--- src/rtl/uart_transmitter_cp4.sv ---
//------------------------------------------------------------------------------
// Module  : uart_transmitter_cp4
// Brief   : 8N1 UART transmitter with a valid/ready byte handshake.
// Revision: 1.0 - initial release
//------------------------------------------------------------------------------
`default_nettype none

module uart_transmitter_cp4 #(
  parameter int CLOCK_FREQ = 125_000_000,
  parameter int BAUD_RATE  = 115_200
) (
  input  logic       clk,
  input  logic       reset_n,
  input  logic [7:0] data_in,
  input  logic       data_in_valid,
  output logic       data_in_ready,
  output logic       serial_out
);

  localparam int SYMBOL_EDGE_TIME    = CLOCK_FREQ / BAUD_RATE;
  localparam int CLOCK_COUNTER_WIDTH = (SYMBOL_EDGE_TIME > 1) ? $clog2(SYMBOL_EDGE_TIME) : 1;
  localparam logic [CLOCK_COUNTER_WIDTH-1:0] C_BAUD_MAX =
    CLOCK_COUNTER_WIDTH'(SYMBOL_EDGE_TIME - 1);

  typedef enum logic [1:0] {
    S_IDLE  = 2'd0,
    S_START = 2'd1,
    S_DATA  = 2'd2,
    S_STOP  = 2'd3
  } state_t;

  state_t                         r_state, w_state_next;
  logic [CLOCK_COUNTER_WIDTH-1:0] r_baud_cnt, w_baud_cnt_next;
  logic [2:0]                     r_bit_cnt, w_bit_cnt_next;
  // Start bit is driven directly; only data bits and the stop bit need storage.
  logic [8:0]                     r_shift, w_shift_next;
  logic                           r_serial, w_serial_next;
  logic                           r_ready, w_ready_next;
  logic                           w_fire;
  logic                           w_wrap;

  assign w_fire        = data_in_valid & r_ready;
  assign w_wrap        = (r_baud_cnt == C_BAUD_MAX);
  assign serial_out    = r_serial;
  assign data_in_ready = r_ready;

  always_ff @(posedge clk or negedge reset_n) begin
    if (!reset_n) begin
      r_state <= S_IDLE;
    end else begin
      r_state <= w_state_next;
    end
  end

  always_comb begin
    w_state_next    = r_state;
    w_baud_cnt_next = r_baud_cnt;
    w_bit_cnt_next  = r_bit_cnt;
    w_shift_next    = r_shift;
    w_serial_next   = r_serial;
    w_ready_next    = r_ready;

    case (r_state)
      S_IDLE: begin
        w_baud_cnt_next = '0;
        w_bit_cnt_next  = 3'd0;
        w_serial_next   = 1'b1;
        w_ready_next    = 1'b1;
        if (w_fire) begin
          w_state_next  = S_START;
          w_shift_next  = {1'b1, data_in};
          w_serial_next = 1'b0;
          w_ready_next  = 1'b0;
        end
      end
      S_START: begin
        w_baud_cnt_next = w_wrap ? '0 : r_baud_cnt + 1'b1;
        if (w_wrap) begin
          w_state_next  = S_DATA;
          w_bit_cnt_next = 3'd0;
          w_serial_next = r_shift[0];
          w_shift_next  = {1'b1, r_shift[8:1]};
        end
      end
      S_DATA: begin
        w_baud_cnt_next = w_wrap ? '0 : r_baud_cnt + 1'b1;
        if (w_wrap) begin
          // After bit 7 the shifted-in stop bit (1) reaches r_shift[0].
          w_serial_next = r_shift[0];
          w_shift_next  = {1'b1, r_shift[8:1]};
          if (r_bit_cnt == 3'd7) begin
            w_state_next   = S_STOP;
            w_bit_cnt_next = 3'd0;
          end else begin
            w_bit_cnt_next = r_bit_cnt + 3'd1;
          end
        end
      end
      S_STOP: begin
        w_baud_cnt_next = w_wrap ? '0 : r_baud_cnt + 1'b1;
        if (w_wrap) begin
          w_state_next  = S_IDLE;
          w_serial_next = 1'b1;
          w_ready_next  = 1'b1;
        end
      end
      default: begin
        w_state_next    = S_IDLE;
        w_baud_cnt_next = '0;
        w_bit_cnt_next  = 3'd0;
        w_serial_next   = 1'b1;
        w_ready_next    = 1'b1;
      end
    endcase
  end

  always_ff @(posedge clk or negedge reset_n) begin
    if (!reset_n) begin
      r_baud_cnt <= '0;
      r_bit_cnt  <= 3'd0;
      r_shift    <= '0;
      r_serial   <= 1'b1;
      r_ready    <= 1'b1;
    end else begin
      r_baud_cnt <= w_baud_cnt_next;
      r_bit_cnt  <= w_bit_cnt_next;
      r_shift    <= w_shift_next;
      r_serial   <= w_serial_next;
      r_ready    <= w_ready_next;
    end
  end

endmodule

`default_nettype wire

--- config.mk ---
export PLATFORM = sky130hd
export DESIGN_NAME = uart_transmitter_cp4
export DESIGN_NICKNAME = d
export VERILOG_FILES = /design/src/rtl/uart_transmitter_cp4.sv
export SDC_FILE = /design/constraint.sdc
export NUM_CORES = 1
export LEC_CHECK = 0
export BUFFER_PORTS_ARGS = -buffer_cell sky130_fd_sc_hd__buf_2
export CAP_MARGIN = 15
export CORE_MARGIN = 1
export CORE_UTILIZATION = 40
export CTS_BUF_LIST = sky130_fd_sc_hd__clkbuf_4 sky130_fd_sc_hd__clkbuf_8
export DETAILED_ROUTE_END_ITERATION = 10
export RECOVER_POWER = 25
export SLEW_MARGIN = 30
export SYNTH_ARGS = -nofsm -noshare
export SYNTH_HDL_FRONTEND = slang
export SYNTH_SLANG_ARGS = --single-unit
--- constraint.sdc ---
create_clock -name clk -period 2.3 [get_ports clk]
set_input_delay 0.46 -clock clk [delete_from_list [all_inputs] [get_ports clk]]
set_output_delay 0.46 -clock clk [all_outputs]
set_load 0.1 [all_outputs]
### After elaboration in Yosys (flattened, before gate mapping)

Index checks and enable logic that the tools add are counted.

| word-level totals | value |
|---|---|
| register bits | 27 |
| memory bits (writable) | 0 |
| word-level logic and storage cells | 51 |
| bits in latches | 0 |
| memories kept | 0 |
| bits in read-only memories | 0 |
| input port bits | 11 |

| cells by class | value |
|---|---|
| mux-type cells | 20 |
| multipliers | 0 |
| magnitude comparators | 0 |
| bitwise logic cells | 1 |
| shift-type cells | 0 |
| add/sub/neg operators | 2 |
| div/mod/pow operators | 0 |
| equality and inequality tests | 11 |
| reduce and logical (&&, ||, !) cells | 11 |

Operators by type and width:

| cell | count |
|---|---|
| $pmux 11 s2 | 1 |
| $mux 9 | 2 |
| $pmux 9 s2 | 1 |
| $add 11x1->11 const B | 1 |
| $eq 11x11->1 const B | 1 |
| $mux 11 | 1 |
| $mux 2 | 5 |
| $ne 2x2->1 const B | 5 |
| $mux 3 | 3 |
| $pmux 3 s3 | 1 |
| $pmux 2 s4 | 1 |
| $reduce_and 3->1 | 2 |
| $reduce_and 5->1 | 1 |
| $eq 2x2->1 const B | 2 |
| $reduce_and 2->1 | 2 |
| $reduce_bool 2->1 | 2 |
| $add 3x1->3 const B | 1 |
| $eq 3x3->1 const B | 1 |
| $mux 1 | 3 |
| $pmux 1 s3 | 1 |
| $reduce_bool 3->1 | 1 |
| $reduce_or 3->1 | 1 |
| $eq 2x1->1 const B | 1 |
| $logic_not 2->1 | 1 |
| other kinds (4) | 4 |

### Longest topological paths before layout

| logic depth | value |
|---|---|
| depth in word-level cells | 4 |
| mapped depth | 7 |
| gate-level depth less buffers | 6 |

### Least setup slack after synthesis

Ideal clock, no wire load.

| timing path | value |
|---|---|
| path type | flip-flop to flip-flop |
| start | reg r_ready, in the netlist data_in_ready |
| end | reg r_shift[0] |
| required time | 2.175 ns |
| library setup time | 0.125 ns |
| cell stages (with the launch flop) | 4 |
| setup slack | 0.365 ns |
| arrival | 1.810 ns |
| cells stage by stage | dfstp_2 > a21boi_0 > a21oi_4 > mux2_2 |

| between the ends | value |
|---|---|
| cells in the longest elaborated chain, start to end | 3 |

RTL lines:

| item | RTL line | text |
|---|---|---|
| start, declared | 38 | `logic r_ready, w_ready_next;` |
| start signal, assigned | 129 | `r_ready <= w_ready_next;` |
| $and 1x1->1 | 42 | `assign w_fire = data_in_valid & r_ready;` |
| $ne 2x2->1 (no line) | n/a |  |
| $reduce_and 3->1 (no line) | n/a |  |
| end signal, assigned | 127 | `r_shift <= w_shift_next;` |
| end, declared | 36 | `logic [8:0] r_shift, w_shift_next;` |

No other way between the ends.
A chain may end at the register's enable or synchronous reset.

### Worst setup path after layout

| timing path | value |
|---|---|
| start | reg r_state[0] |
| end | reg r_state[1] |

| between the ends | value |
|---|---|
| cells in the longest elaborated chain, start to end | 3 |
| elaborated cells between the ends (all ways) | 11 |
| classes of those cells | 8 x eq/ne; 1 x mux; 2 x reduce/logical |

RTL lines:

| item | RTL line | text |
|---|---|---|
| start, declared | 32 | `state_t r_state, w_state_next;` |
| start signal, assigned | 51 | `r_state <= w_state_next;` |
| $eq 2x2->1 (tied with other cells) | 63 | `case (r_state)` |
| $ne 2x2->1 (no line) | n/a |  |
| $reduce_and 5->1 (no line) | n/a |  |

Several ways; a longest one is shown, not always the timed one.

==> impl_metrics.json <==
{
  "status": "finished, final reports clean",
  "globalRouteOverflowTotal": 0,
  "cp-startpoint": "r_state[0]",
  "ff2ff_path_depth": 5,
  "crit_type": "reg -> reg",
  "reg2reg_slack_ns": 0.30,
  "slew_violations": 0,
  "stdcell_area_mm2": 0.00160,
  "crit_chain": "inv_1 -> ha_1 -> or3_1 -> a221oi_2 -> mux2_1",
  "crit_family": "flip-flops",
  "setup_violations": 0,
  "placementRows": 21,
  "syn_to_final_growth_pct": 9.12,
  "ys_ff_latch": 27,
  "grt_pass1_wl_um": 4640,
  "die_w_um": 62.6,
  "hpwl_um": 1880,
  "worst_pin_slew_ns": 1.43,
  "fin_skew_ns": 0.0113,
  "slowest_stage": "dfrtp_1",
  "core_mm2": 0.00342,
  "routabilityCongestion": 0.757,
  "grt_pass1_vias": 1050,
  "finalCritPeriodShare_pct": 86.9,
  "yosysUniqueCellTypes": 37,
  "cts_made_buffers": 3,
  "dieArea_mm2": 0.00392,
  "cts.clk_slew.worst_paths_ns": 0.16,
  "drc": 0,
  "leakagePower_nw": 0.695,
  "fin_crit_ns": 2.00,
  "cp.required_ns": 2.53,
  "die_h_um": 62.6,
  "grtUsageTotal_pct": 15.0,
  "synthCells": 133,
  "timing.fmax_mhz": 500,
  "hold_violations": 0,
  "worst-path-buf-inv": 1,
  "yosysSeqAreaShare_pct": 46.2,
  "r2r-end": "r_state[1]",
  "fillers": 324,
  "yosys.area.top_type_share_pct": 42.6,
  "cts_setup_buffers": 0,
  "cts_root_buf": "clkbuf_4",
  "wirelength_um": 2520,
  "hold_buffers": 0,
  "cts_resized": 0,
  "num_vias": 975,
  "clk_path_buf_depth": 2,
  "synth.largest_area_cell": "dfrtp_1",
  "insertion_delay_ns": 0.32,
  "first_pass_iters": 4,
  "r2r_start": "r_state[0]",
  "endpoint_kind": "flip-flop",
  "ant_nets": 0,
  "cts_htree_levels": 1,
  "vias_per_cell": 5.08,
  "syn_avg_cell_area_um2": 11.0,
  "critPathCapture": "r_state[1]",
  "cpPeakStageDelay_ns": 0.41,
  "setup-tns-final_ns": 0,
  "antenna_cells": 0,
  "syn-num-nets": 153,
  "numPortBuffers": 12,
  "synth_area_leaders": "dfrtp_1, mux2_2, ha_1, xnor2_1, dfstp_2",
  "final_common_cell": "dfrtp_1",
  "wl_per_cell_um": 13.1,
  "crit_arrival_ns": 2.23,
  "crit_fanout": 9,
  "synth_warnings": 0,
  "dpl_cell_area_mm2": 0.00158,
  "crit_cells": 5,
  "initialDrtViolationCount": 29,
  "start_kind": "flip-flop",
  "layout.nets": 167,
  "cts_tree": "done",
  "p_per_area_mw_per_mm2": 454,
  "layout_common_cells": "dfrtp_1, mux2_2, nor2_1",
  "grt_setup_unrepaired": "no",
  "top_level_ports": 13,
  "cap_violations": 0,
  "vdd_drop_max_uv": 220,
  "hold_class": "in -> reg",
  "antenna_found_initial": 0,
  "synth_area_mm2": 0.00147,
  "drive_above_1_share_pct": 27.4,
  "cts.sinks": 27,
  "timing.slew.headroom_pct": 4.86,
  "grt_max_degree": 28,
  "start_util_pct": 43.0
}
-- flip-flops by register name, indices dropped and copies added, names as in the netlist --
| signal | cells |
|---|---|
| r_baud_cnt | 11 |
| r_shift | 9 |
| r_bit_cnt | 3 |
| r_state | 2 |
| data_in_ready | 1 |
| serial_out | 1 |
-- worst register-to-register path, delay by kind of cell, from the launching register on --
family          cells  cell delay, ns
flops               1            0.41
simple gates        1            0.40
mux                 1            0.35
fa+ha+maj           1            0.32
compound gates      1            0.32
buf+inv             1            0.10
-- cells in the mapped netlist --
| library cell | n |
|---|---|
| a21boi_0 | 1 |
| xor2_1 | 2 |
| nand4_1 | 2 |
| inv_1 | 8 |
| dfstp_2 | 2 |
| mux2_1 | 2 |
| nor3_2 | 1 |
| a21oi_4 | 1 |
| o211ai_1 | 4 |
| nand2_1 | 6 |
| nand3_1 | 6 |
| nor2_1 | 14 |
| nor2b_1 | 2 |
| or2_2 | 1 |
| xnor2_1 | 7 |
| ha_1 | 9 |
| and4b_1 | 1 |
| dfrtp_1 | 25 |
| buf_1 | 1 |
| nand3_2 | 1 |
| nor4_1 | 1 |
| o21bai_1 | 1 |
| and3_1 | 2 |
| clkbuf_1 | 1 |
| a31oi_1 | 1 |
| buf_2 | 2 |
| nand2b_1 | 2 |
| or4b_2 | 1 |
| or3_1 | 1 |
| nor3_1 | 3 |
| a221oi_2 | 1 |
| nand4b_1 | 1 |
| a211oi_1 | 1 |
| mux2i_1 | 1 |
| o21ai_0 | 1 |
| a21oi_1 | 1 |
| mux2_2 | 16 |
-- final cells by class --
type | count | area [um2] | share of cell area (%)
multi-input cells | 94 | 742 | 46.3
flip-flops and latches | 27 | 678 | 42.3
repair buffers | 13 | 66.3 | 4.14
well taps | 46 | 57.6 | 3.59
inverters | 8 | 30.0 | 1.87
clock buffers | 3 | 22.5 | 1.41
clock inverters | 1 | 5.00 | 0.312
-- where the power goes --
group / internal [mW] / switching [mW] / leakage (nW)
logic: 0.0155 / 0.0146 / 0.351
registers: 0.482 / 0.00348 / 0.327
clock network: 0.0651 / 0.147 / 0.0177
-- metal layers --
layer | wire length, um | track usage [%] | part of all wire, % | vias up
li1 | - | - | - | 489
met2 | 1210 | 25.7 | 48 | 12
met5 | 0 | 0 | 0 | -
met3 | 73 | 2.92 | 2.9 | 2
met1 | 1220 | 19.4 | 48 | 472
met4 | 21 | 3.49 | 0.83 | 0
-- cells by family (layout without fill, tap and decap cells) --
family                     Yosys count  after routing  synth area share [%]
AOI/OAI and AO/OA                   12             12                  6.82
xor gates and xnor gates             9              9                  5.37
adders and majority gates            9              9                  7.67
buffers and inverters               12             25                  3.24
DFF                                 27             27                  46.2
muxes                               19             19                  14.5
and+or+nand+nor                     45             45                  16.2
-- worst min-delay path by stage --
stage                       start       endpoint  slack [ns]  cells past startpoint
finish              data_in_valid  data_in_ready        0.30                      2
global route        data_in_valid  data_in_ready        0.30                      2
CTS                       reset_n   r_bit_cnt[2]        0.14                      1
detailed placement     r_shift[8]     r_shift[8]        0.45                      1
global placement       r_shift[8]     r_shift[8]        0.45                      1
floorplan                 reset_n  r_baud_cnt[0]        0.16                      0
-- metrics by stage --
| stage | utilization [%] | setup slack (ns) | cells | power (mW) | hold WS (ns) |
|---|---|---|---|---|---|
| after floorplan | - | 0.365 | 133 | 0.505 | 0.164 |
| after CTS | 46.9 | 0.290 | 192 | 0.738 | 0.136 |
| after global routing | 46.9 | 0.195 | 192 | 0.763 | 0.295 |
| after global placement | 46.1 | 0.364 | 188 | 0.524 | 0.450 |
| final | 46.9 | 0.302 | 192 | 0.728 | 0.304 |
| after detailed placement | 46.1 | 0.313 | 188 | 0.526 | 0.450 |
No activity file was read; power rests on OpenSTA's default activity.
